[src/rtl/gcm_tag_check.sv]
// gcm_tag_check -- GCM GHASH accumulator and tag verifier.
//
// Absorbs one 128-bit AAD or ciphertext block per accepted beat. Each beat
// is folded into the running hash Y and multiplied by H. After the i_last
// beat, the length block is folded in and multiplied. The tag Y ^ E(K,J0)
// is then compared against the received tag.
//
// The GF(2^128) multiply is a shift-and-add. BITS_PER_CYCLE multiplier bits
// are consumed per clock, so one multiply takes 128/BITS_PER_CYCLE cycles.
// Legal values of BITS_PER_CYCLE: 1, 2, 4, 8, 16, 32.
//
// Internally every 128-bit quantity is held as [127:0], with bit 127 equal
// to GCM bit 0 (the MSB). The [0:127] ports map positionally onto this, so
// no bit reversal is needed anywhere.
//
// Ports
//   clk, rst         clock, synchronous active-high reset
//   i_start          open a session (honoured in IDLE/DONE only)
//   i_h              hash subkey H, latched with an accepted i_start
//   i_encrypted_j0   E(K,J0), latched with an accepted i_start
//   i_valid/o_ready  beat handshake (o_ready only in WAIT)
//   i_data           AAD/ciphertext block
//   i_is_aad         block kind
//   i_last           final block of the message
//   i_tag            received tag, sampled with the i_last beat
//   o_tag            computed tag
//   o_auth_ok        o_tag matches the received tag
//   o_done           one-cycle pulse when o_tag/o_auth_ok become valid
//   o_busy           session in progress

// One clock's worth of the GF(2^128) multiply. Z accumulates V wherever the
// multiplier bit is set. V is multiplied by x on every step, which in the
// reflected GCM representation is a right shift with a conditional R
// reduction.
module gcm_gf_round #(
  parameter int BITS = 8
) (
  input  logic [127:0] z_i,
  input  logic [127:0] v_i,
  input  logic [127:0] x_i,   // multiplier; bit 127 is consumed first
  output logic [127:0] z_o,
  output logic [127:0] v_o
);
  localparam logic [127:0] R = {8'he1, 120'd0};

  logic [127:0] z_w, v_w;

  always_comb begin
    z_w = z_i;
    v_w = v_i;
    for (int i = 0; i < BITS; i++) begin
      if (x_i[127-i]) z_w = z_w ^ v_w;
      v_w = v_w[0] ? ((v_w >> 1) ^ R) : (v_w >> 1);
    end
    z_o = z_w;
    v_o = v_w;
  end
endmodule

module gcm_tag_check #(
  parameter int BITS_PER_CYCLE = 8
) (
  input  logic         clk,
  input  logic         rst,
  input  logic         i_start,
  input  logic [0:127] i_h,
  input  logic [0:127] i_encrypted_j0,
  input  logic         i_valid,
  output logic         o_ready,
  input  logic [0:127] i_data,
  input  logic         i_is_aad,
  input  logic         i_last,
  input  logic [0:127] i_tag,
  output logic [0:127] o_tag,
  output logic         o_auth_ok,
  output logic         o_done,
  output logic         o_busy
);
  localparam int             STEPS    = 128 / BITS_PER_CYCLE;
  localparam logic [7:0]     LAST_CNT = 8'(STEPS - 1);

  typedef enum logic [2:0] {
    ST_IDLE, ST_WAIT, ST_MULT, ST_LEN, ST_LMULT, ST_FINAL, ST_DONE
  } state_e;

  state_e       state_q, state_d;

  logic [127:0] h_q, ej0_q, y_q, tag_rx_q, tag_o_q;
  logic [127:0] z_q, v_q, x_q;      // multiply accumulator, shifted H, multiplier
  logic [7:0]   mul_cnt_q;
  logic [31:0]  aad_cnt_q, dat_cnt_q;
  logic         seen_ct_q;          // ciphertext seen: later beats are ciphertext
  logic         last_q;             // beat in MULT carried i_last
  logic         auth_q, done_q;

  // Port views in the internal [127:0] orientation.
  logic [127:0] data_w, h_w, ej0_w, tag_w;
  assign data_w = i_data;
  assign h_w    = i_h;
  assign ej0_w  = i_encrypted_j0;
  assign tag_w  = i_tag;

  logic start_acc, beat_acc, beat_is_ct, mul_last;
  assign start_acc  = i_start && (state_q == ST_IDLE || state_q == ST_DONE);
  assign beat_acc   = i_valid && o_ready;
  assign beat_is_ct = !i_is_aad || seen_ct_q;
  assign mul_last   = (mul_cnt_q == LAST_CNT);

  // The length block uses the block counts scaled to bits (x128), and
  // each count is zero-extended to 64 bits.
  logic [127:0] len_blk, y_fin;
  assign len_blk = {25'd0, aad_cnt_q, 7'd0, 25'd0, dat_cnt_q, 7'd0};
  assign y_fin   = y_q ^ ej0_q;

  logic [127:0] z_nx, v_nx;
  gcm_gf_round #(.BITS(BITS_PER_CYCLE)) u_round (
    .z_i (z_q),
    .v_i (v_q),
    .x_i (x_q),
    .z_o (z_nx),
    .v_o (v_nx)
  );

  // Next-state logic.
  always_comb begin
    state_d = state_q;
    case (state_q)
      ST_IDLE:  if (start_acc) state_d = ST_WAIT;
      ST_WAIT:  if (beat_acc)  state_d = ST_MULT;
      ST_MULT:  if (mul_last)  state_d = last_q ? ST_LEN : ST_WAIT;
      ST_LEN:                  state_d = ST_LMULT;
      ST_LMULT: if (mul_last)  state_d = ST_FINAL;
      ST_FINAL:                state_d = ST_DONE;
      ST_DONE:  if (start_acc) state_d = ST_WAIT;
      default:                 state_d = ST_IDLE;
    endcase
  end

  always_ff @(posedge clk) begin
    if (rst) state_q <= ST_IDLE;
    else     state_q <= state_d;
  end

  // Datapath.
  always_ff @(posedge clk) begin
    if (rst) begin
      h_q       <= '0;
      ej0_q     <= '0;
      y_q       <= '0;
      tag_rx_q  <= '0;
      tag_o_q   <= '0;
      z_q       <= '0;
      v_q       <= '0;
      x_q       <= '0;
      mul_cnt_q <= '0;
      aad_cnt_q <= '0;
      dat_cnt_q <= '0;
      seen_ct_q <= 1'b0;
      last_q    <= 1'b0;
      auth_q    <= 1'b0;
      done_q    <= 1'b0;
    end else begin
      done_q <= (state_q == ST_FINAL);
      case (state_q)
        ST_IDLE, ST_DONE: begin
          if (start_acc) begin
            h_q       <= h_w;
            ej0_q     <= ej0_w;
            y_q       <= '0;
            aad_cnt_q <= '0;
            dat_cnt_q <= '0;
            seen_ct_q <= 1'b0;
            last_q    <= 1'b0;
          end
        end
        ST_WAIT: begin
          if (beat_acc) begin
            y_q       <= y_q ^ data_w;
            x_q       <= y_q ^ data_w;
            z_q       <= '0;
            v_q       <= h_q;
            mul_cnt_q <= '0;
            last_q    <= i_last;
            if (beat_is_ct) begin
              dat_cnt_q <= dat_cnt_q + 32'd1;
              seen_ct_q <= 1'b1;
            end else begin
              aad_cnt_q <= aad_cnt_q + 32'd1;
            end
            if (i_last) tag_rx_q <= tag_w;
          end
        end
        ST_MULT, ST_LMULT: begin
          z_q       <= z_nx;
          v_q       <= v_nx;
          x_q       <= x_q << BITS_PER_CYCLE;
          mul_cnt_q <= mul_cnt_q + 8'd1;
          if (mul_last) y_q <= z_nx;
        end
        ST_LEN: begin
          y_q       <= y_q ^ len_blk;
          x_q       <= y_q ^ len_blk;
          z_q       <= '0;
          v_q       <= h_q;
          mul_cnt_q <= '0;
        end
        ST_FINAL: begin
          tag_o_q <= y_fin;
          auth_q  <= (y_fin == tag_rx_q);
        end
        default: ;
      endcase
    end
  end

  assign o_ready   = (state_q == ST_WAIT);
  assign o_busy    = (state_q != ST_IDLE) && (state_q != ST_DONE);
  assign o_done    = done_q;
  assign o_tag     = tag_o_q;
  assign o_auth_ok = auth_q;
endmodule

[config.mk]
export PLATFORM = sky130hd
export DESIGN_NAME = gcm_tag_check
export DESIGN_NICKNAME = d
export VERILOG_FILES = /design/src/rtl/gcm_tag_check.sv
export SDC_FILE = /design/constraint.sdc
export NUM_CORES = 2
export LEC_CHECK = 0
export ABC_AREA = 0
export CAP_MARGIN = 25
export CORE_UTILIZATION = 40
export CTS_CLUSTER_SIZE = 12
export DETAILED_ROUTE_END_ITERATION = 7
export PLACE_DENSITY = 0.71
export SLEW_MARGIN = 20
export SYNTH_ARGS = -nofsm -noshare
export SYNTH_HDL_FRONTEND = slang
export SYNTH_SLANG_ARGS = --single-unit
[constraint.sdc]
create_clock -name clk -period 2.6 [get_ports clk]
set_clock_uncertainty 0.05 [all_clocks]
set_input_delay 0.52 -clock clk [delete_from_list [all_inputs] [get_ports clk]]
set_output_delay 0.52 -clock clk [all_outputs]
set_load 0.02 [all_outputs]
; After elaboration in Yosys (flattened, before gate mapping)
; Cells that the tools add are included.
[totals]
in_bits = 518
reg_bits = 1103
[classes]
n_addsub = 3
n_eq_ne = 16
n_bitwise = 19
n_reduce_logical = 21
mux = 46
[op_table]
columns = operator, count
row1 = 128-bit 2-to-1 mux, 21
row2 = 128-bit XOR, 10
row3 = 128-bit one-hot mux with 3 select lines, 3
row4 = 128-bit one-hot mux with 4 select lines, 1
row5 = 32-bit 2-to-1 mux, 5
row6 = 128-bit equality test, 1
row7 = 32-bit one-hot mux with 2 select lines, 2
row8 = 128-bit by 103-bit XOR with 128-bit output, 1
row9 = 32-bit by 1-bit adder with 32-bit output (second input constant), 2
row10 = 3-bit inverter with 4-bit output, 8
row11 = 8-bit one-hot mux with 3 select lines, 1
row12 = 3-bit one-hot mux with 6 select lines, 1
row13 = 4-bit AND reduction, 4
row14 = 3-bit 2-to-1 mux, 4
row15 = 3-bit equality test (second input constant), 3
row16 = 8-bit by 1-bit adder with 8-bit output (second input constant), 1
row17 = 8-bit by 4-bit equality test with 1-bit output (second input constant), 1
row18 = 8-bit 2-to-1 mux, 1
row19 = 2-bit != test (second input constant), 4
row20 = 3-bit by 2-bit equality test with 1-bit output (second input constant), 2
row21 = 2-bit by 1-bit != test with 1-bit output (second input constant), 3
row22 = 3-bit AND reduction, 2
row23 = 3-bit nonzero test, 2
row24 = 1-bit 2-to-1 mux, 4
row25 = other kinds (12), 18

; Longest topological paths before layout
[logic_depth]
depth_word = 18
ltp_mapped = 11
ltp_nobuf = 8

; Modules after synthesis
; From an unflattened synthesis, not the netlist that was laid out.
[hier_totals]
cells_unflattened = 8354
area_unflattened_um2 = 63409.6
[modules_own_cells]
columns = module, seq_area_each_um2, n_inst, cells_per_inst, area_per_inst_um2
row1 = gcm_tag_check, 22081.2, 1, 5929, 48263.8
row2 = gcm_gf_round, 0.0, 1, 2425, 15145.8

; Least setup slack after synthesis
; Ideal clock, no wire load.
[synth_timing]
path_kind = register to register
startpoint = register v_q[2]
endpoint = register y_q[117]
n_path_buf = 1
setup_time_ns = 0.128
arrival_ns = 1.974
path_stages_with_launch = 9
synth_period_minus_slack_ns = 2.152
slack_ns = 0.448
cell_sequence = dfxtp_1 buf_4 xor2_1 nand2_1 xnor3_1 xnor3_1 a22o_1 a22oi_1 nor2_1
[synth_between]
elab_chain_cells = 12
[synth_rtl]
columns = item, line
row1 = start: declaration, 89  ; logic [127:0] z_q, v_q, x_q;
row2 = start signal: assignment, 181  ; v_q <= h_q;
row3 = start signal: assignment, 195  ; v_q <= v_nx;
row4 = start signal: assignment, 204  ; v_q <= h_q;
row5 = 128-bit 2-to-1 mux * (6 in a row), 53  ; v_w = v_w[0] ? ((v_w >> 1) ^ R) : (v_w >> 1);
row6 = 128-bit XOR *, 52  ; if (x_i[127-i]) z_w = z_w ^ v_w;
row7 = 128-bit 2-to-1 mux *, 52
row8 = 128-bit XOR, 52
row9 = 128-bit 2-to-1 mux *, 52
row10 = 128-bit 2-to-1 mux *, 198  ; if (mul_last) y_q <= z_nx;
row11 = 128-bit one-hot mux with 4 select lines *, 164  ; case (state_q)
row12 = end signal: assignment, 178  ; y_q <= y_q ^ data_w;
row13 = end signal: assignment, 198
row14 = end signal: assignment, 201  ; y_q <= y_q ^ len_blk;
row15 = end: declaration, 88  ; logic [127:0] h_q, ej0_q, y_q, tag_rx_q, tag_o_q;
; Every way passes the cells marked *; elsewhere a longest branch is shown, timed or not. The select of a mux whose other input is x is not followed.
; A chain may end at the register's enable or synchronous reset.

; Final worst setup path
[layout_timing]
startpoint = register state_q[1]
endpoint = output port o_busy
[layout_between]
elab_chain_cells = 2
word_cells_on_any_way = 3
classes_between = eq/ne (1) / reduce/logical (2)
[layout_rtl]
columns = item, line
row1 = start: declaration, 86  ; state_e state_q, state_d;
row2 = start signal: assignment, 141  ; else state_q <= state_d;
row3 = 3-bit != test or 3-bit nonzero test (tied branches), 217  ; assign o_busy = (state_q != ST_IDLE) && (state_q != ST_DONE);
row4 = 1-bit logical AND *, 217
row5 = end: declaration, 77  ; output logic o_busy
; Every way passes the cells marked *; elsewhere a longest branch is shown, timed or not.

==> results_dict.tcl <==
set metrics [dict create \
    status "finished with violations" \
    rr_worst_depth 7 \
    netlist.area_leader.share 0.359 \
    hold_viol 0 \
    worstHoldEndpoint "x_q[19]" \
    grt-ovfl-total 0 \
    most-common-layout-cells "nand2_1, dfxtp_1, xnor2_1" \
    num_vias 61200 \
    yosysTopAreaCell "dfxtp_1" \
    synthAdderAreaFrac 0.000610 \
    synth-xor-area-share 0.191 \
    critPathLaunchType "flop" \
    hold_path.class "input port to flop" \
    synth_cell_type_count 59 \
    syn_to_final_growth_pct 23.8 \
    grt_pass1_vias 57000 \
    final_common_cell "nand2_1" \
    timing.rr.end "o_auth_ok" \
    ctsRootBufferMaster "clkbuf_16" \
    worstPathRequired_ns 2.03 \
    die_y_um 394 \
    drive_gt1_frac 0.0774 \
    critPathMaxFanout 11 \
    hold_depth 2 \
    vdd_drop_max_mv 0.613 \
    core_area_um2 152000 \
    worstMarginPinSlew_ns 1.12 \
    antenna_left 0 \
    nets 8972 \
    violations "DRC" \
    ys_seq_elements 1103 \
    clockBufferDepth 3 \
    port_buffers 649 \
    reg2reg_slack_ns 0.05 \
    synthArstFlopShare 0 \
    clock_latency_ns 0.77 \
    p_leak_uw 0.0252 \
    syn_avg_cell_area_um2 7.69 \
    synthTopCellsByArea "dfxtp_1, nand2_1, xnor2_1" \
    yosysSeqAreaShare 0.359 \
    drcViolationCount 4 \
    hold_buffers 0 \
    avgViaCountPerCell 5.78 \
    die_area_um2 155000 \
    wirelength_um 263000 \
    synth-compound-area-share 0.185 \
    fp-row-count 143 \
    clock_sinks 1103 \
    netlist_area_um2 61600 \
    syn_inst 8001 \
    hold_start "rst" \
    boundaryPins 650 \
    initial_core_util 0.404 \
    yosys_warnings 0 \
    gp_congestion 0.951 \
    first_pass_iters 8 \
    first_iter_violations 7572 \
    syn-num-nets 8522 \
    fill_cells 14400 \
    grt_pass1_wl_um 382000 \
    slew_headroom 0.251 \
    setup.worst_path.end_class "output pin" \
    cts_max_level 3 \
    wl_per_cell_um 24.9 \
    worst_hold_slack_ns 0.0777 \
    setup_ws_ns 0.0367 \
    grt_max_degree 212 \
    period_needed_ns 2.56 \
    cap_violations 0 \
    timing.rr.start "y_q[73]" \
    synth_edf_count 0 \
    finalMaxSlewViolations 0 \
    setup_viol 0 \
    dp.cells 10400 \
    fp.dieW_um 394 \
    rsz0062_at_grt "no" \
    grt_usage 0.325 \
    path_clk_slew_ns 0.06 \
    fmax_ghz 0.390 \
    synthSimpleGateAreaFrac 0.205 \
    numCtsBuffers 116 \
    antenna_found_initial 44 \
    stdcell_count 10600 \
    place_hpwl_um 195000 \
    arrival_ns 1.99 \
    critPathKind "flop to output pin" \
    synth_ff_type "dfxtp_1" \
    synth_top_family_by_area "simple AND/OR/NAND/NOR gates" \
    pre_cts_ws_ns -0.242 \
    fin_crit_sh 0.986 \
    tritoncts "built" \
    synthMuxAreaShare 0.0119 \
    cellPowerDensity_nw_per_um2 627 \
]
[synth_stat cells (9+ instances only)]
cell type / instances
a211oi_1: 186
a21o_1: 9
a21oi_1: 517
a221o_1: 65
a221oi_1: 85
a222oi_1: 51
a22oi_1: 127
a311oi_1: 119
a32o_1: 64
and3_1: 15
buf_1: 177
buf_2: 91
clkbuf_1: 474
dfxtp_1: 1103
inv_1: 13
mux2i_1: 71
nand2_1: 2280
nand3_1: 87
nand4_1: 32
nor2_1: 548
nor2b_1: 64
nor3_1: 87
nor4_1: 15
o21ai_0: 274
o221ai_1: 68
o22ai_1: 13
o31ai_1: 64
or3_1: 12
xnor2_1: 865
xnor3_1: 74
xor2_1: 276
[worst max-delay path by stage]
stage / slack [ns] / depth (start not counted) / start / endpoint
after CTS: 0.002 / 7 / y_q[82] / o_auth_ok
final: 0.04 / 4 / state_q[1] / o_busy
after global placement: -0.25 / 8 / i_valid / dat_cnt_q[17]
after global routing: 0.004 / 7 / y_q[17] / o_auth_ok
after floorplan: 0.45 / 8 / v_q[2] / y_q[117]
after detailed placement: -0.24 / 8 / i_valid / dat_cnt_q[18]
[stage by stage]
| stage | instance area, um^2 | TNS [ns] | power, uW | util |
|---|---|---|---|---|
| 2_1_floorplan | 61600 | 0 | 25200 | - |
| 3_3_place_gp | 72100 | -22.77 | 30200 | 0.474 |
| 3_5_place_dp | 72100 | -28.89 | 30400 | 0.474 |
| 4_1_cts | 76100 | 0 | 47700 | 0.500 |
| 5_1_grt | 76200 | 0 | 49300 | 0.500 |
| 6_report | 76200 | 0 | 47800 | 0.501 |
[metal layers]
| metal | wire length [um] | global-route usage |
|---|---|---|
| met1 | 107000 | 0.431 |
| met2 | 115000 | 0.502 |
| met3 | 26600 | 0.0667 |
| met4 | 14000 | 0.155 |
| met5 | 331 | 0 |
[final cells by class]
cell class,instances,area [um^2],area share
clock buffer,178,3440,0.0451
inverter,13,51.3,0.000673
timing repair buffer,1077,10800,0.142
antenna,15,37.5,0.000493
sequential,1103,22100,0.290
multi-input combinational,6140,36700,0.482
tap,2030,2540,0.0333
clock inverter,32,513,0.00673
[registers in the layout (all words and copies together) (netlist names)]
name / count
mul_cnt_q: 8
o_auth_ok: 1
h_q: 128
x_q: 128
ej0_q: 128
state_q: 3
dat_cnt_q: 32
seen_ct_q: 1
v_q: 128
last_q: 1
z_q: 128
tag_rx_q: 128
y_q: 128
o_tag: 128
o_done: 1
aad_cnt_q: 32
[kinds of logic (layout without fill, tap and decap cells)]
| group | Yosys count | count (layout) |
|---|---|---|
| muxes | 73 | 73 |
| other | 0 | 15 |
| xor gates and xnor gates | 1219 | 1219 |
| buffers and inverters | 758 | 1300 |
| DFF | 1103 | 1103 |
| and+or+nand+nor | 3171 | 3171 |
| AOI/OAI and AO/OA | 1674 | 1674 |
| adders and majority gates | 3 | 3 |
[timing repair]
item	4_1_cts	5_1_grt
buffers inserted	1	0
resized for setup	11	10
setup endpoints to repair	4	11
hold endpoints to repair	0	0
[report_power, final]
part	switching, uW	total, uW	leakage, uW	internal [uW]
registers	1490	19300	0.00898	17800
logic	6330	10900	0.0143	4610
clock network	7510	17500	0.00194	10000
[worst max-delay path, cell delays in order (launching register included)]
cell and delay [ns]:
dfxtp_4 0.49, xnor2_4 0.18, buf_4 0.17, nand2_2 0.16, buf_4 0.22
Note: power is estimated with default switching activity, not from simulation.
